### src/rtl/gate_controller_if.sv
// Sensor/PIN inputs and gate/alarm status outputs of the parking-lot entry gate controller.
// The bench drives through the master modport; the controller uses the slave modport.
interface gate_controller_if #(
  parameter int PASS_W = 16,
  parameter int TRY_W  = 2
);
  logic              s01;
  logic              s02;
  logic [PASS_W-1:0] pass;
  logic [PASS_W-1:0] rghtpss;
  logic              gate;
  logic              wrong_pin_alarm;
  logic              lock_alarm;
  logic [TRY_W-1:0]  tries;

  modport master (
    output s01, s02, pass, rghtpss,
    input  gate, wrong_pin_alarm, lock_alarm, tries
  );

  modport slave (
    input  s01, s02, pass, rghtpss,
    output gate, wrong_pin_alarm, lock_alarm, tries
  );
endinterface

### src/rtl/gate_controller.sv
// Parking-lot entry gate controller: PIN check opens the gate, repeated misses raise a PIN alarm,
// and tailgating raises a lock alarm. Both alarms clear only on a correct PIN or on reset.
module gate_controller #(
  parameter int PASS_W    = 16,
  parameter int MAX_TRIES = 3,
  parameter int TRY_W     = 2
) (
  input logic              clk,
  input logic              rst,
  gate_controller_if.slave bus
);

  typedef enum logic [2:0] {
    IDLE      = 3'd0,
    VERIFY    = 3'd1,
    OPEN      = 3'd2,
    PIN_ALARM = 3'd3,
    BLOCK     = 3'd4
  } state_t;

  localparam logic [TRY_W:0]   MAX_EXT = (TRY_W+1)'(MAX_TRIES);
  localparam logic [TRY_W-1:0] MAX_T   = TRY_W'(MAX_TRIES);

  state_t           state_r;
  state_t           state_nxt_s;
  logic [TRY_W-1:0] tries_r;
  logic [TRY_W-1:0] tries_nxt_s;
  logic             gate_r;
  logic             wpa_r;
  logic             lock_r;
  logic             match_s;
  logic             tailgate_s;
  logic [TRY_W:0]   tries_inc_s;

  assign match_s     = (bus.pass == bus.rghtpss);
  assign tailgate_s  = bus.s01 & bus.s02;
  assign tries_inc_s = {1'b0, tries_r} + {{TRY_W{1'b0}}, 1'b1};

  // Next-state and attempt-counter decode
  always_comb begin
    state_nxt_s = state_r;
    tries_nxt_s = tries_r;
    case (state_r)
      IDLE: begin
        tries_nxt_s = {TRY_W{1'b0}};
        if (tailgate_s) begin
          state_nxt_s = BLOCK;
        end else if (bus.s01 && !bus.s02) begin
          state_nxt_s = VERIFY;
        end else begin
          state_nxt_s = IDLE;
        end
      end
      VERIFY: begin
        if (tailgate_s) begin
          state_nxt_s = BLOCK;
        end else if (match_s) begin
          state_nxt_s = OPEN;
          tries_nxt_s = {TRY_W{1'b0}};
        end else if (tries_inc_s < MAX_EXT) begin
          tries_nxt_s = tries_inc_s[TRY_W-1:0];
        end else begin
          state_nxt_s = PIN_ALARM;
          tries_nxt_s = MAX_T;
        end
      end
      OPEN: begin
        if (tailgate_s) begin
          state_nxt_s = BLOCK;
        end else if (bus.s02 && !bus.s01) begin
          state_nxt_s = IDLE;
        end else begin
          state_nxt_s = OPEN;
        end
      end
      PIN_ALARM: begin
        if (match_s) begin
          state_nxt_s = IDLE;
          tries_nxt_s = {TRY_W{1'b0}};
        end else begin
          tries_nxt_s = MAX_T;
        end
      end
      BLOCK: begin
        if (match_s) begin
          state_nxt_s = IDLE;
          tries_nxt_s = {TRY_W{1'b0}};
        end else begin
          state_nxt_s = BLOCK;
        end
      end
      default: begin
        // Corrupted encoding falls back to a safe closed, quiet gate
        state_nxt_s = IDLE;
        tries_nxt_s = {TRY_W{1'b0}};
      end
    endcase
  end

  // State, counter and registered outputs; outputs follow the state being entered
  always_ff @(posedge clk) begin
    if (!rst) begin
      state_r <= IDLE;
      tries_r <= {TRY_W{1'b0}};
      gate_r  <= 1'b0;
      wpa_r   <= 1'b0;
      lock_r  <= 1'b0;
    end else begin
      state_r <= state_nxt_s;
      tries_r <= tries_nxt_s;
      gate_r  <= (state_nxt_s == OPEN);
      wpa_r   <= (state_nxt_s == PIN_ALARM);
      lock_r  <= (state_nxt_s == BLOCK);
    end
  end

  assign bus.gate            = gate_r;
  assign bus.wrong_pin_alarm = wpa_r;
  assign bus.lock_alarm      = lock_r;
  assign bus.tries           = tries_r;

endmodule

### src/flat_wrapper.sv
// flat-port wrapper written by rule: the top's interface ports become plain ports
module gate_controller_flat 
#(
  parameter int PASS_W    = 16,
  parameter int MAX_TRIES = 3,
  parameter int TRY_W     = 2
)
  (clk, rst, bus_s01, bus_s02, bus_pass, bus_rghtpss, bus_gate, bus_wrong_pin_alarm, bus_lock_alarm, bus_tries);
  gate_controller_if #(.PASS_W(PASS_W), .TRY_W(TRY_W)) bus_i ();
  input logic clk;
  input logic rst;
  input wire logic [$bits(bus_i.s01)-1:0] bus_s01;
  input wire logic [$bits(bus_i.s02)-1:0] bus_s02;
  input wire logic [$bits(bus_i.pass)-1:0] bus_pass;
  input wire logic [$bits(bus_i.rghtpss)-1:0] bus_rghtpss;
  output wire logic [$bits(bus_i.gate)-1:0] bus_gate;
  output wire logic [$bits(bus_i.wrong_pin_alarm)-1:0] bus_wrong_pin_alarm;
  output wire logic [$bits(bus_i.lock_alarm)-1:0] bus_lock_alarm;
  output wire logic [$bits(bus_i.tries)-1:0] bus_tries;
  assign bus_i.s01 = bus_s01;
  assign bus_i.s02 = bus_s02;
  assign bus_i.pass = bus_pass;
  assign bus_i.rghtpss = bus_rghtpss;
  assign bus_gate = bus_i.gate;
  assign bus_wrong_pin_alarm = bus_i.wrong_pin_alarm;
  assign bus_lock_alarm = bus_i.lock_alarm;
  assign bus_tries = bus_i.tries;
  gate_controller #(.PASS_W(PASS_W), .MAX_TRIES(MAX_TRIES), .TRY_W(TRY_W)) u_core (.clk(clk), .rst(rst), .bus(bus_i));
endmodule
### config.mk
export PLATFORM = sky130hd
export DESIGN_NAME = gate_controller_flat
export DESIGN_NICKNAME = d
export VERILOG_FILES = /design/src/rtl/gate_controller_if.sv /design/src/rtl/gate_controller.sv /design/src/flat_wrapper.sv
export SDC_FILE = /design/constraint.sdc
export NUM_CORES = 1
export LEC_CHECK = 0
export ABC_AREA = 1
export BUFFER_PORTS_ARGS = -buffer_cell sky130_fd_sc_hd__buf_2
export CORE_MARGIN = 3
export CORE_UTILIZATION = 45
export CTS_BUF_LIST = sky130_fd_sc_hd__clkbuf_8
export CTS_CLUSTER_SIZE = 10
export DETAILED_ROUTE_END_ITERATION = 6
export PLACE_DENSITY = 0.81
export SYNTH_ARGS = -nofsm -noshare
export SYNTH_HDL_FRONTEND = slang
export SYNTH_SLANG_ARGS = --single-unit
### constraint.sdc
create_clock -name clk -period 3.37 [get_ports clk]
set_input_delay 0.5055 -clock clk [delete_from_list [all_inputs] [get_ports clk]]
set_output_delay 0.5055 -clock clk [all_outputs]
set_load 0.02 [all_outputs]
==> results.cfg <==
[timing]
finalClockSkew_ps = 0.279
setup_tns_ps = 0
worstMarginPinSlew_ps = 312
post-route-period-util_pct = 41.8
maxSlewViolCount = 0
rsz0062_at_grt = false
finalHoldViolCount = 0
fin_ws_ps = 1960
clock.fmax_ghz = 0.710
relSlewSlack_pct = 79.1
period_minus_slack_ps = 1410
setup_viol = 0

[yosys]
yosys_warnings = 0
synth_top_area_cell = nand2_1
synth.distinct_cells = 11
ys_seq_area_share_pct = 22.0
syn_area_per_cell_um2 = 4.86
ys_ff_latch = 8
synthTopCellsByArea = nand2_1 (27%), dfxtp_1 (22%), inv_1 (20%)
synth_top_area_share_pct = 26.8
synth.net_count = 186
synth_area_um2 = 729
synthCells = 150

[die]
start_util_pct = 51.5
coreArea_um2 = 1420
io_pins = 41
fp.dieW_um = 46.3
num_rows = 13
die-area_um2 = 2140
die-height_um = 46.3

[detailed_routing]
vias = 933
wirelength_um = 1730
drc = 0
first_pass_iters = 4
routed_via_density = 4.49
routedWlPerCell_um = 8.30
drt_iter0_drc = 4
detail-route-antenna-nets = 0

[critical_path]
critical_path_arrival_ps = 1530
crit_type = in2reg
timing.critical_path.to_type = flip-flop
crit_required_ps = 3490
startpoint_type = input port
critPathMaxFanout = 5

[cts]
cts_tree = done
cts_max_path_buffers = 2
cts_setup_buffers = 0
cts-resized-gates = 0
postCtsHoldBufs = 0
cts-htree-levels = 1
root_buffer = clkbuf_8
cts_buffers = 3
path_clk_slew_ps = 40
worst_skew_pair.late_latency_ps = 230
clkSinkCount = 8

[global_routing]
overflow = 0
grt_max_degree = 6
grt_pass1_vias = 828
grt_first_pass_wirelength_um = 2850
antenna_found_initial = 0
grt_usage_pct = 18.1

[place]
dpl_cell_area_um2 = 948
place.gp.congestion = 0.754
place_hpwl_um = 1520
dp_cells = 205
io_buffers = 40
dp_slack_ps = 1730

[power_and_ir_drop]
ir_worst_vdd_v = 0.000299
power.density_nw_per_um2 = 313
cellLeakagePower_uw = 0.000721

[finish]
design_area_um2 = 990
final_cells = 208
diodes = 0
syn_to_final_growth_pct = 35.7
final_core_util_pct = 69.9
layout-drive-gt1-share_pct = 25.4
final_nets = 231

[status]
outcome = finished, final reports clean

[run]
max_cap_violations = 0

[min_path]
hp-class = reg2reg
-- worst max-delay path, cell delays in order --
cell and delay (ps):
buf_2 110, nor2_1 110, nor2_1 50, nor2_1 100, nand2_1 70, nor2_2 110
nand2_2 110, o21ai_0 100, nand2_1 110, inv_1 100, nor2_1 50
-- worst paths after layout --
| path | to | cells after the start | startpoint | slack (ps) |
|---|---|---|---|---|
| worst max-delay path | u_core.bus.wrong_pin_alarm | 11 | bus_rghtpss[13] | 1960 |
| worst min register to register | u_core.bus.tries[1] | 2 | u_core.bus.tries[1] | 510 |
| worst min-delay path | u_core.bus.tries[1] | 2 | u_core.bus.tries[1] | 510 |
| worst max register to register | u_core.bus.tries[0] | 7 | u_core.state_r[2] | 2110 |
-- cell usage in the layout (no fill, tap or decap) --
| master | n |
|---|---|
| nand2_1 | 52 |
| buf_2 | 40 |
| inv_1 | 38 |
| nor2_1 | 33 |
| dfxtp_1 | 8 |
| a21oi_1 | 5 |
| nand3_1 | 4 |
| nand2_2 | 3 |
| clkbuf_8 | 3 |
| nor2_2 | 2 |
| nor3_1 | 2 |
| o21ai_0 | 2 |
| nand2_4 | 1 |
-- cell usage after synthesis --
cell	number
nor2_2	2
a21oi_1	5
dfxtp_1	8
nand2_1	52
inv_1	38
nor3_1	2
nand3_1	4
nand2_4	1
nor2_1	33
nand2_2	3
o21ai_0	2
-- report_power, final --
group,total [µW],switching [µW],internal (µW)
sequential,105,4.03,101
clock,115,37.3,77.4
combinational,90.1,51.2,39.0
total,310,92.5,217
-- kinds of logic after synthesis --
| logic type | after synthesis | synth area share, % |
|---|---|---|
| buffers and inverters | 38 | 19.6 |
| AND/OR/NAND/NOR | 97 | 53.7 |
| flip-flops | 8 | 22.0 |
| AO/OA/AOI/OAI | 7 | 4.80 |
-- cell type report --
type	instances	area (µm²)
fillers	133	425
repair buffers	40	200
flip-flops and latches	8	160
well taps	15	18.8
multi-input cells	104	427
inverters	38	143
clock buffers	3	41.3
-- per-stage QoR --
| step | hold slack (ps) | total power (µW) |
|---|---|---|
| after floorplan | 585 | 159 |
| after global placement | 493 | 193 |
| after detailed placement | 504 | 197 |
| after CTS | 515 | 314 |
| after global routing | 558 | 335 |
| final | 505 | 310 |
-- registers in the layout (all words and copies together), names as in the netlist --
register and count:
u_core.bus.gate 1, u_core.bus.wrong_pin_alarm 1, u_core.bus.lock_alarm 1, u_core.bus.tries 2
u_core.state_r 3
-- metal layers --
metal / share of wire, % / routed length, µm / global-route usage [%] / vias to the layer above
li1: - / - / - / 513
met1: 40 / 685 / 19.3 / 383
met2: 52 / 895 / 34.9 / 34
met3: 7.4 / 127 / 2.34 / 3
met4: 1.1 / 19 / 6.82 / 0
met5: 0 / 0 / 0 / -
No activity file was read; power rests on OpenSTA's default activity.
